==> src/rtl/sret_sequencer_if.sv <==
// sret_sequencer_if: decoder/CSR/fetch-side signal bundle of the SRET return sequencer (optional TSR pins under HARVOS_SRET_TSR_EN)
interface sret_sequencer_if #(parameter int XLEN = 32);
    logic            sret_pulse;
    logic [XLEN-1:0] sepc_i;
    logic            sstatus_spp_i;
    logic            sstatus_spie_i;
    logic            flush_req;
    logic            flush_done;
    logic            sstatus_we;
    logic            sie_nxt;
    logic            spie_nxt;
    logic            spp_nxt;
    logic            priv_we;
    logic [1:0]      priv_nxt;
    logic            redirect_valid;
    logic [XLEN-1:0] redirect_pc;
    logic            redirect_ready;
    logic            busy;
    logic            dropped;
    logic            flush_err;
`ifdef HARVOS_SRET_TSR_EN
    logic            tsr_i;
    logic            illegal_o;
`endif

    modport slave (
`ifdef HARVOS_SRET_TSR_EN
        input  tsr_i,
        output illegal_o,
`endif
        input  sret_pulse, sepc_i, sstatus_spp_i, sstatus_spie_i, flush_done, redirect_ready,
        output flush_req, sstatus_we, sie_nxt, spie_nxt, spp_nxt, priv_we, priv_nxt,
        output redirect_valid, redirect_pc, busy, dropped, flush_err
    );

    modport master (
`ifdef HARVOS_SRET_TSR_EN
        output tsr_i,
        input  illegal_o,
`endif
        output sret_pulse, sepc_i, sstatus_spp_i, sstatus_spie_i, flush_done, redirect_ready,
        input  flush_req, sstatus_we, sie_nxt, spie_nxt, spp_nxt, priv_we, priv_nxt,
        input  redirect_valid, redirect_pc, busy, dropped, flush_err
    );
endinterface

==> src/rtl/sret_sequencer.sv <==
// sret_sequencer: SRET flush/commit/redirect sequencer; HARVOS_SRET_TSR_EN adds the TSR trap check
module sret_sequencer #(
    parameter int XLEN          = 32,
    parameter int FLUSH_TIMEOUT = 255
) (
    input logic          clk,
    input logic          rst_n,
    sret_sequencer_if.slave sif
);
    localparam int CW = $clog2(FLUSH_TIMEOUT + 1);

    typedef enum logic [1:0] {IDLE, DRAIN, COMMIT, REDIRECT} state_e;

    state_e          state_q, state_d;
    logic [XLEN-1:0] tgt_q, tgt_d;
    logic            spp_q, spp_d;
    logic            spie_q, spie_d;
    logic [CW-1:0]   cnt_q, cnt_d;
    logic            err_q, err_d;
    logic            drop_q, drop_d;
    logic            ill_q, ill_d;
    logic            trap;
    logic            accept;

`ifdef HARVOS_SRET_TSR_EN
    assign trap          = sif.tsr_i;
    assign sif.illegal_o = ill_q;
`else
    assign trap = 1'b0;
`endif

    assign accept = sif.sret_pulse && (state_q == IDLE) && !trap;

    // Next-state logic: capture on accept, count down the drain window, wait for the redirect handshake
    always_comb begin
        state_d = state_q;
        tgt_d   = tgt_q;
        spp_d   = spp_q;
        spie_d  = spie_q;
        cnt_d   = cnt_q;
        err_d   = err_q;
        drop_d  = sif.sret_pulse && (state_q != IDLE);
        ill_d   = sif.sret_pulse && (state_q == IDLE) && trap;
        case (state_q)
            IDLE: if (accept) begin
                tgt_d   = {sif.sepc_i[XLEN-1:2], 2'b00};
                spp_d   = sif.sstatus_spp_i;
                spie_d  = sif.sstatus_spie_i;
                cnt_d   = CW'(FLUSH_TIMEOUT);
                state_d = DRAIN;
            end
            DRAIN: begin
                if (sif.flush_done) state_d = COMMIT;
                else if (cnt_q == '0) begin
                    err_d   = 1'b1;
                    state_d = COMMIT;
                end else cnt_d = cnt_q - CW'(1);
            end
            COMMIT:   state_d = REDIRECT;
            REDIRECT: state_d = sif.redirect_ready ? IDLE : REDIRECT;
            default:  state_d = IDLE;
        endcase
    end

    // State and captured context; async reset aborts any sequence in flight
    always_ff @(posedge clk or negedge rst_n) begin
        if (!rst_n) begin
            state_q <= IDLE;
            tgt_q   <= '0;
            spp_q   <= 1'b0;
            spie_q  <= 1'b0;
            cnt_q   <= '0;
            err_q   <= 1'b0;
            drop_q  <= 1'b0;
            ill_q   <= 1'b0;
        end else begin
            state_q <= state_d;
            tgt_q   <= tgt_d;
            spp_q   <= spp_d;
            spie_q  <= spie_d;
            cnt_q   <= cnt_d;
            err_q   <= err_d;
            drop_q  <= drop_d;
            ill_q   <= ill_d;
        end
    end

    assign sif.flush_req      = state_q == DRAIN;
    assign sif.sstatus_we     = state_q == COMMIT;
    assign sif.sie_nxt        = (state_q == COMMIT) && spie_q;
    assign sif.spie_nxt       = state_q == COMMIT;
    assign sif.spp_nxt        = 1'b0;
    assign sif.priv_we        = state_q == COMMIT;
    assign sif.priv_nxt       = ((state_q == COMMIT) && spp_q) ? 2'b01 : 2'b00;
    assign sif.redirect_valid = state_q == REDIRECT;
    assign sif.redirect_pc    = tgt_q;
    assign sif.busy           = state_q != IDLE;
    assign sif.dropped        = drop_q;
    assign sif.flush_err      = err_q;
endmodule

==> src/flat_wrapper.sv <==
// flat-port wrapper written by rule: the top's interface ports become plain ports
module sret_sequencer_flat 
#(
    parameter int XLEN          = 32,
    parameter int FLUSH_TIMEOUT = 255
)
  (clk, rst_n, sif_sret_pulse, sif_sepc_i, sif_sstatus_spp_i, sif_sstatus_spie_i, sif_flush_done, sif_redirect_ready, sif_flush_req, sif_sstatus_we, sif_sie_nxt, sif_spie_nxt, sif_spp_nxt, sif_priv_we, sif_priv_nxt, sif_redirect_valid, sif_redirect_pc, sif_busy, sif_dropped, sif_flush_err);
  sret_sequencer_if #(.XLEN(XLEN)) sif_i ();
  input logic clk;
  input logic rst_n;
  input wire logic [$bits(sif_i.sret_pulse)-1:0] sif_sret_pulse;
  input wire logic [$bits(sif_i.sepc_i)-1:0] sif_sepc_i;
  input wire logic [$bits(sif_i.sstatus_spp_i)-1:0] sif_sstatus_spp_i;
  input wire logic [$bits(sif_i.sstatus_spie_i)-1:0] sif_sstatus_spie_i;
  input wire logic [$bits(sif_i.flush_done)-1:0] sif_flush_done;
  input wire logic [$bits(sif_i.redirect_ready)-1:0] sif_redirect_ready;
  output wire logic [$bits(sif_i.flush_req)-1:0] sif_flush_req;
  output wire logic [$bits(sif_i.sstatus_we)-1:0] sif_sstatus_we;
  output wire logic [$bits(sif_i.sie_nxt)-1:0] sif_sie_nxt;
  output wire logic [$bits(sif_i.spie_nxt)-1:0] sif_spie_nxt;
  output wire logic [$bits(sif_i.spp_nxt)-1:0] sif_spp_nxt;
  output wire logic [$bits(sif_i.priv_we)-1:0] sif_priv_we;
  output wire logic [$bits(sif_i.priv_nxt)-1:0] sif_priv_nxt;
  output wire logic [$bits(sif_i.redirect_valid)-1:0] sif_redirect_valid;
  output wire logic [$bits(sif_i.redirect_pc)-1:0] sif_redirect_pc;
  output wire logic [$bits(sif_i.busy)-1:0] sif_busy;
  output wire logic [$bits(sif_i.dropped)-1:0] sif_dropped;
  output wire logic [$bits(sif_i.flush_err)-1:0] sif_flush_err;
  assign sif_i.sret_pulse = sif_sret_pulse;
  assign sif_i.sepc_i = sif_sepc_i;
  assign sif_i.sstatus_spp_i = sif_sstatus_spp_i;
  assign sif_i.sstatus_spie_i = sif_sstatus_spie_i;
  assign sif_i.flush_done = sif_flush_done;
  assign sif_i.redirect_ready = sif_redirect_ready;
  assign sif_flush_req = sif_i.flush_req;
  assign sif_sstatus_we = sif_i.sstatus_we;
  assign sif_sie_nxt = sif_i.sie_nxt;
  assign sif_spie_nxt = sif_i.spie_nxt;
  assign sif_spp_nxt = sif_i.spp_nxt;
  assign sif_priv_we = sif_i.priv_we;
  assign sif_priv_nxt = sif_i.priv_nxt;
  assign sif_redirect_valid = sif_i.redirect_valid;
  assign sif_redirect_pc = sif_i.redirect_pc;
  assign sif_busy = sif_i.busy;
  assign sif_dropped = sif_i.dropped;
  assign sif_flush_err = sif_i.flush_err;
  sret_sequencer #(.XLEN(XLEN), .FLUSH_TIMEOUT(FLUSH_TIMEOUT)) u_core (.clk(clk), .rst_n(rst_n), .sif(sif_i));
endmodule
==> config.mk <==
export PLATFORM = sky130hd
export DESIGN_NAME = sret_sequencer_flat
export DESIGN_NICKNAME = d
export VERILOG_FILES = /design/src/rtl/sret_sequencer_if.sv /design/src/rtl/sret_sequencer.sv /design/src/flat_wrapper.sv
export SDC_FILE = /design/constraint.sdc
export NUM_CORES = 1
export LEC_CHECK = 0
export ABC_AREA = 1
export CAP_MARGIN = 0
export CORE_MARGIN = 2
export CORE_UTILIZATION = 43
export CTS_CLUSTER_SIZE = 14
export DETAILED_ROUTE_END_ITERATION = 8
export PLACE_DENSITY = 0.84
export SETUP_SLACK_MARGIN = 0.05
export SLEW_MARGIN = 10
export SYNTH_ARGS = -nofsm -noshare
export SYNTH_HDL_FRONTEND = slang
export SYNTH_SLANG_ARGS = --single-unit
export TNS_END_PERCENT = 1
==> constraint.sdc <==
create_clock -name clk -period 1.61 [get_ports clk]
set_input_delay 0.2415 -clock clk [delete_from_list [all_inputs] [get_ports clk]]
set_output_delay 0.2415 -clock clk [all_outputs]
set_load 0.01 [all_outputs]
==> metrics.md <==
| Metric | Value |
|---|---|
| Area Overhead vs Synth | `45.6%` |
| Fin nets | `304` |
| Ordered cell list for the critical path | `buf_6, nor2_4, inv_1, dlygate4sd2_1` |
| Initial Util | `43.9%` |
| Clock transition at the registers of the reported paths | `0.09 ns` |
| Max Clk Rate | `659 MHz` |
| Largest net degree at the start of global routing | `45` |
| Synth warnings | `0` |
| Hold crit path type | `in2async` |
| CTS Hold Bufs | `0` |
| ANT cells | `0` |
| Clock Tree Buf Depth | `2` |
| Critical Path RT | `1.37 ns` |
| Die Width | `73.0 µm` |
| Die area | `5330 µm²` |
| First-pass GRT wire length | `6540 µm` |
| Worst path arrival time | `1.28 ns` |
| Top cell type's share of synthesized area | `53.8%` |
| Antenna-violating nets left | `0` |
| Placer Congestion | `0.902` |
| Port Buffer Count | `76` |
| Synth cell types | `23` |
| CP Launch Type | `flop` |
| Crit share post-route | `94.3%` |
| Crit-path max FO | `4` |
| Reg2reg path depth | `7` |
| Status | `completed` |
| Max incr delay on CP | `0.42 ns` |
| CP top delay family | `buffers and inverters` |
| Worst setup margin | `0.0914 ns` |
| Min Tclk post-route | `1.52 ns` |
| Cell area after layout | `2980 µm²` |
| Io pins | `83` |
| TritonCTS Sinks | `44` |
| GR Overflow Total | `0` |
| Most used DFF post-synth | `dfrtp_1` |
| Setup total negative slack | `0 ns` |
| Finish-stage setup viols | `0` |
| Smallest hold slack | `0.00350 ns` |
| Mean Syn Cell Area | `11.4 µm²` |
| Area after DPL | `2850 µm²` |
| Post-Syn Area | `2050 µm²` |
| Sequential share of the synthesized area | `53.8%` |
| Clock skew | `0.00501 ns` |
| TritonCTS clock tree | `built` |
| FF+latch count, synth | `44` |
| Num rows | `25` |
| Post-synth ARST share | `100%` |
| Synth cell count leaders | `44 x dfrtp_1, 25 x nand2_1, 17 x inv_1, 17 x mux2_2, 15 x nor2_1` |
| Vias in the first global route | `1429` |
| # DRC | `0` |
| Synth area leader | `dfrtp_1` |
| Vias/cell | `4.75` |
| H-tree Lvls | `2` |
| First DRT Iteration DRCs | `84` |
| Max Cap Viol | `0` |
| RSZ-0062 raised after global routing | `true` |
| Hpwl dp | `3050 µm` |
| Power Density | `1960 nW/µm²` |
| Slowest CP cell | `dfrtp_1` |
| CP Capture Type | `primary output` |
| WL/cell | `13.1 µm` |
| Most common cell in the netlist | `dfrtp_1` |
| Max-slew violations | `0` |
| Die height | `73.0 µm` |
| Final core occ | `63.9%` |
| Pre-CTS setup slack | `0.0929 ns` |
| VDD IR max | `0.938 mV` |
| Share of cells above drive strength 1 | `23.9%` |
| Num CTS Buffers | `5` |
| Relative slew slack | `63.2%` |
| Number of iterations in the first detailed-routing pass | `5` |
| Initial antenna violation count | `0` |
| Worst-Margin Slew | `0.552 ns` |
| Synthesized instance count | `180` |
| Buffers and inverters on the worst path | `3` |
| Number of synthesized flops with an enable pin | `0` |
| LEAKAGE | `1.41 nW` |
| Via count | `1510` |
| Hold Vio Cnt, Final | `0` |
| Crit Path Class | `reg2out` |
| Root Buffer | `clkbuf_8` |
| Largest cells by area after synthesis | `dfrtp_1 54%, mux2_4 9.5%, mux2_2 9.4%, nand2_1 4.6%, nand3_1 3.2%` |
| Detailed Route WL | `4170 µm` |
| WP depth | `4` |
| Total GRT Usage | `16.1%` |
| Worst-Skew Late Latency | `0.29 ns` |
| Core Area | `4660 µm²` |
[through the flow]
stage	std cells	power, mW
detailed placement	309	5.02
finish	318	5.84
floorplan	183	3.66
global placement	309	4.92
global route	318	6.25
CTS	318	5.86
[layout make-up]
cell class	instances	area, µm²
Fill cell	385	1680
Sequential cell	44	1100
Timing Repair Buffer	84	818
Multi-Input combinational cell	110	808
Clock buffer	5	68.8
Inverter	18	67.6
Tap cell	54	67.6
Clock inverter	3	46.3
[flip-flops by register name, indices dropped and copies added (netlist names)]
register                flops
u_core.sif.redirect_pc     30
u_core.cnt_q                8
u_core.state_q              2
u_core.sif.dropped          1
u_core.sif.flush_err        1
u_core.spie_q               1
u_core.spp_q                1
[placed cells by master (no fill, tap or decap), drive strengths merged, types with 7 or more instances in the layout]
cell type / synthesis / routed
buf: 11 / 9
clkdlybuf4s50: 0 / 67
dfrtp: 44 / 44
dlygate4sd2: 0 / 7
inv: 17 / 18
mux2: 30 / 30
nand2: 27 / 27
nand3: 13 / 13
nor2: 20 / 20
o21ai: 8 / 8
[report_power, final]
group / switching [mW] / total, mW / internal, mW
clock network: 0.384 / 0.852 / 0.467
registers: 0.346 / 2.01 / 1.66
logic: 1.27 / 2.98 / 1.70
[kinds of logic (layout without fill, tap and decap cells)]
group	count (synthesis)	in the layout	share of synthesized area, %
buffers and inverters	29	110	7.95
muxes	30	30	18.9
adders and majority gates	2	2	1.22
and+or+nand+nor	61	61	13.2
other	1	4	0.183
DFF	44	44	53.8
AOI/OAI and AO/OA	13	13	4.71
[worst register-to-register path: stages (launching register included)]
cell and delay, ns:
dfrtp_1 0.39, inv_1 0.12, ha_1 0.17, nand3_1 0.15, o21ai_4 0.21, nand2_4 0.14, nand2_1 0.11, o21ai_2 0.05
[path summary, 6_finish.rpt]
path	startpoint	slack (ns)	endpoint
max reg2reg	u_core.cnt_q[1]$_DFFE_PN0P_	0.17	u_core.cnt_q[4]$_DFFE_PN0P_
min	rst_n	0.003	u_core.state_q[0]$_DFFE_PN0P_
max	u_core.state_q[0]$_DFFE_PN0P_	0.09	sif_busy
max in group asynchronous	rst_n	1.21	u_core.sif.redirect_pc[27]$_DFFE_PN0P_
min reg2reg	u_core.sif.flush_err$_DFFE_PN0P_	0.47	u_core.sif.flush_err$_DFFE_PN0P_
min in group clk	u_core.sif.flush_err$_DFFE_PN0P_	0.47	u_core.sif.flush_err$_DFFE_PN0P_
[metal layers]
layer  vias to the layer above  GRT usage (%)  routed length (µm)
met3                         4           5.52                 300
met1                       714           20.4                1760
li1                        734              -                   -
met4                         0           5.97                  33
met2                        58           25.5                2070
met5                         -              0                   0
[timing repair]
item	4_1_cts	5_1_grt
gates resized for setup	9	6
buffers inserted	1	0
setup endpoints to repair	8	11
Power figures use the tool's default switching activity.
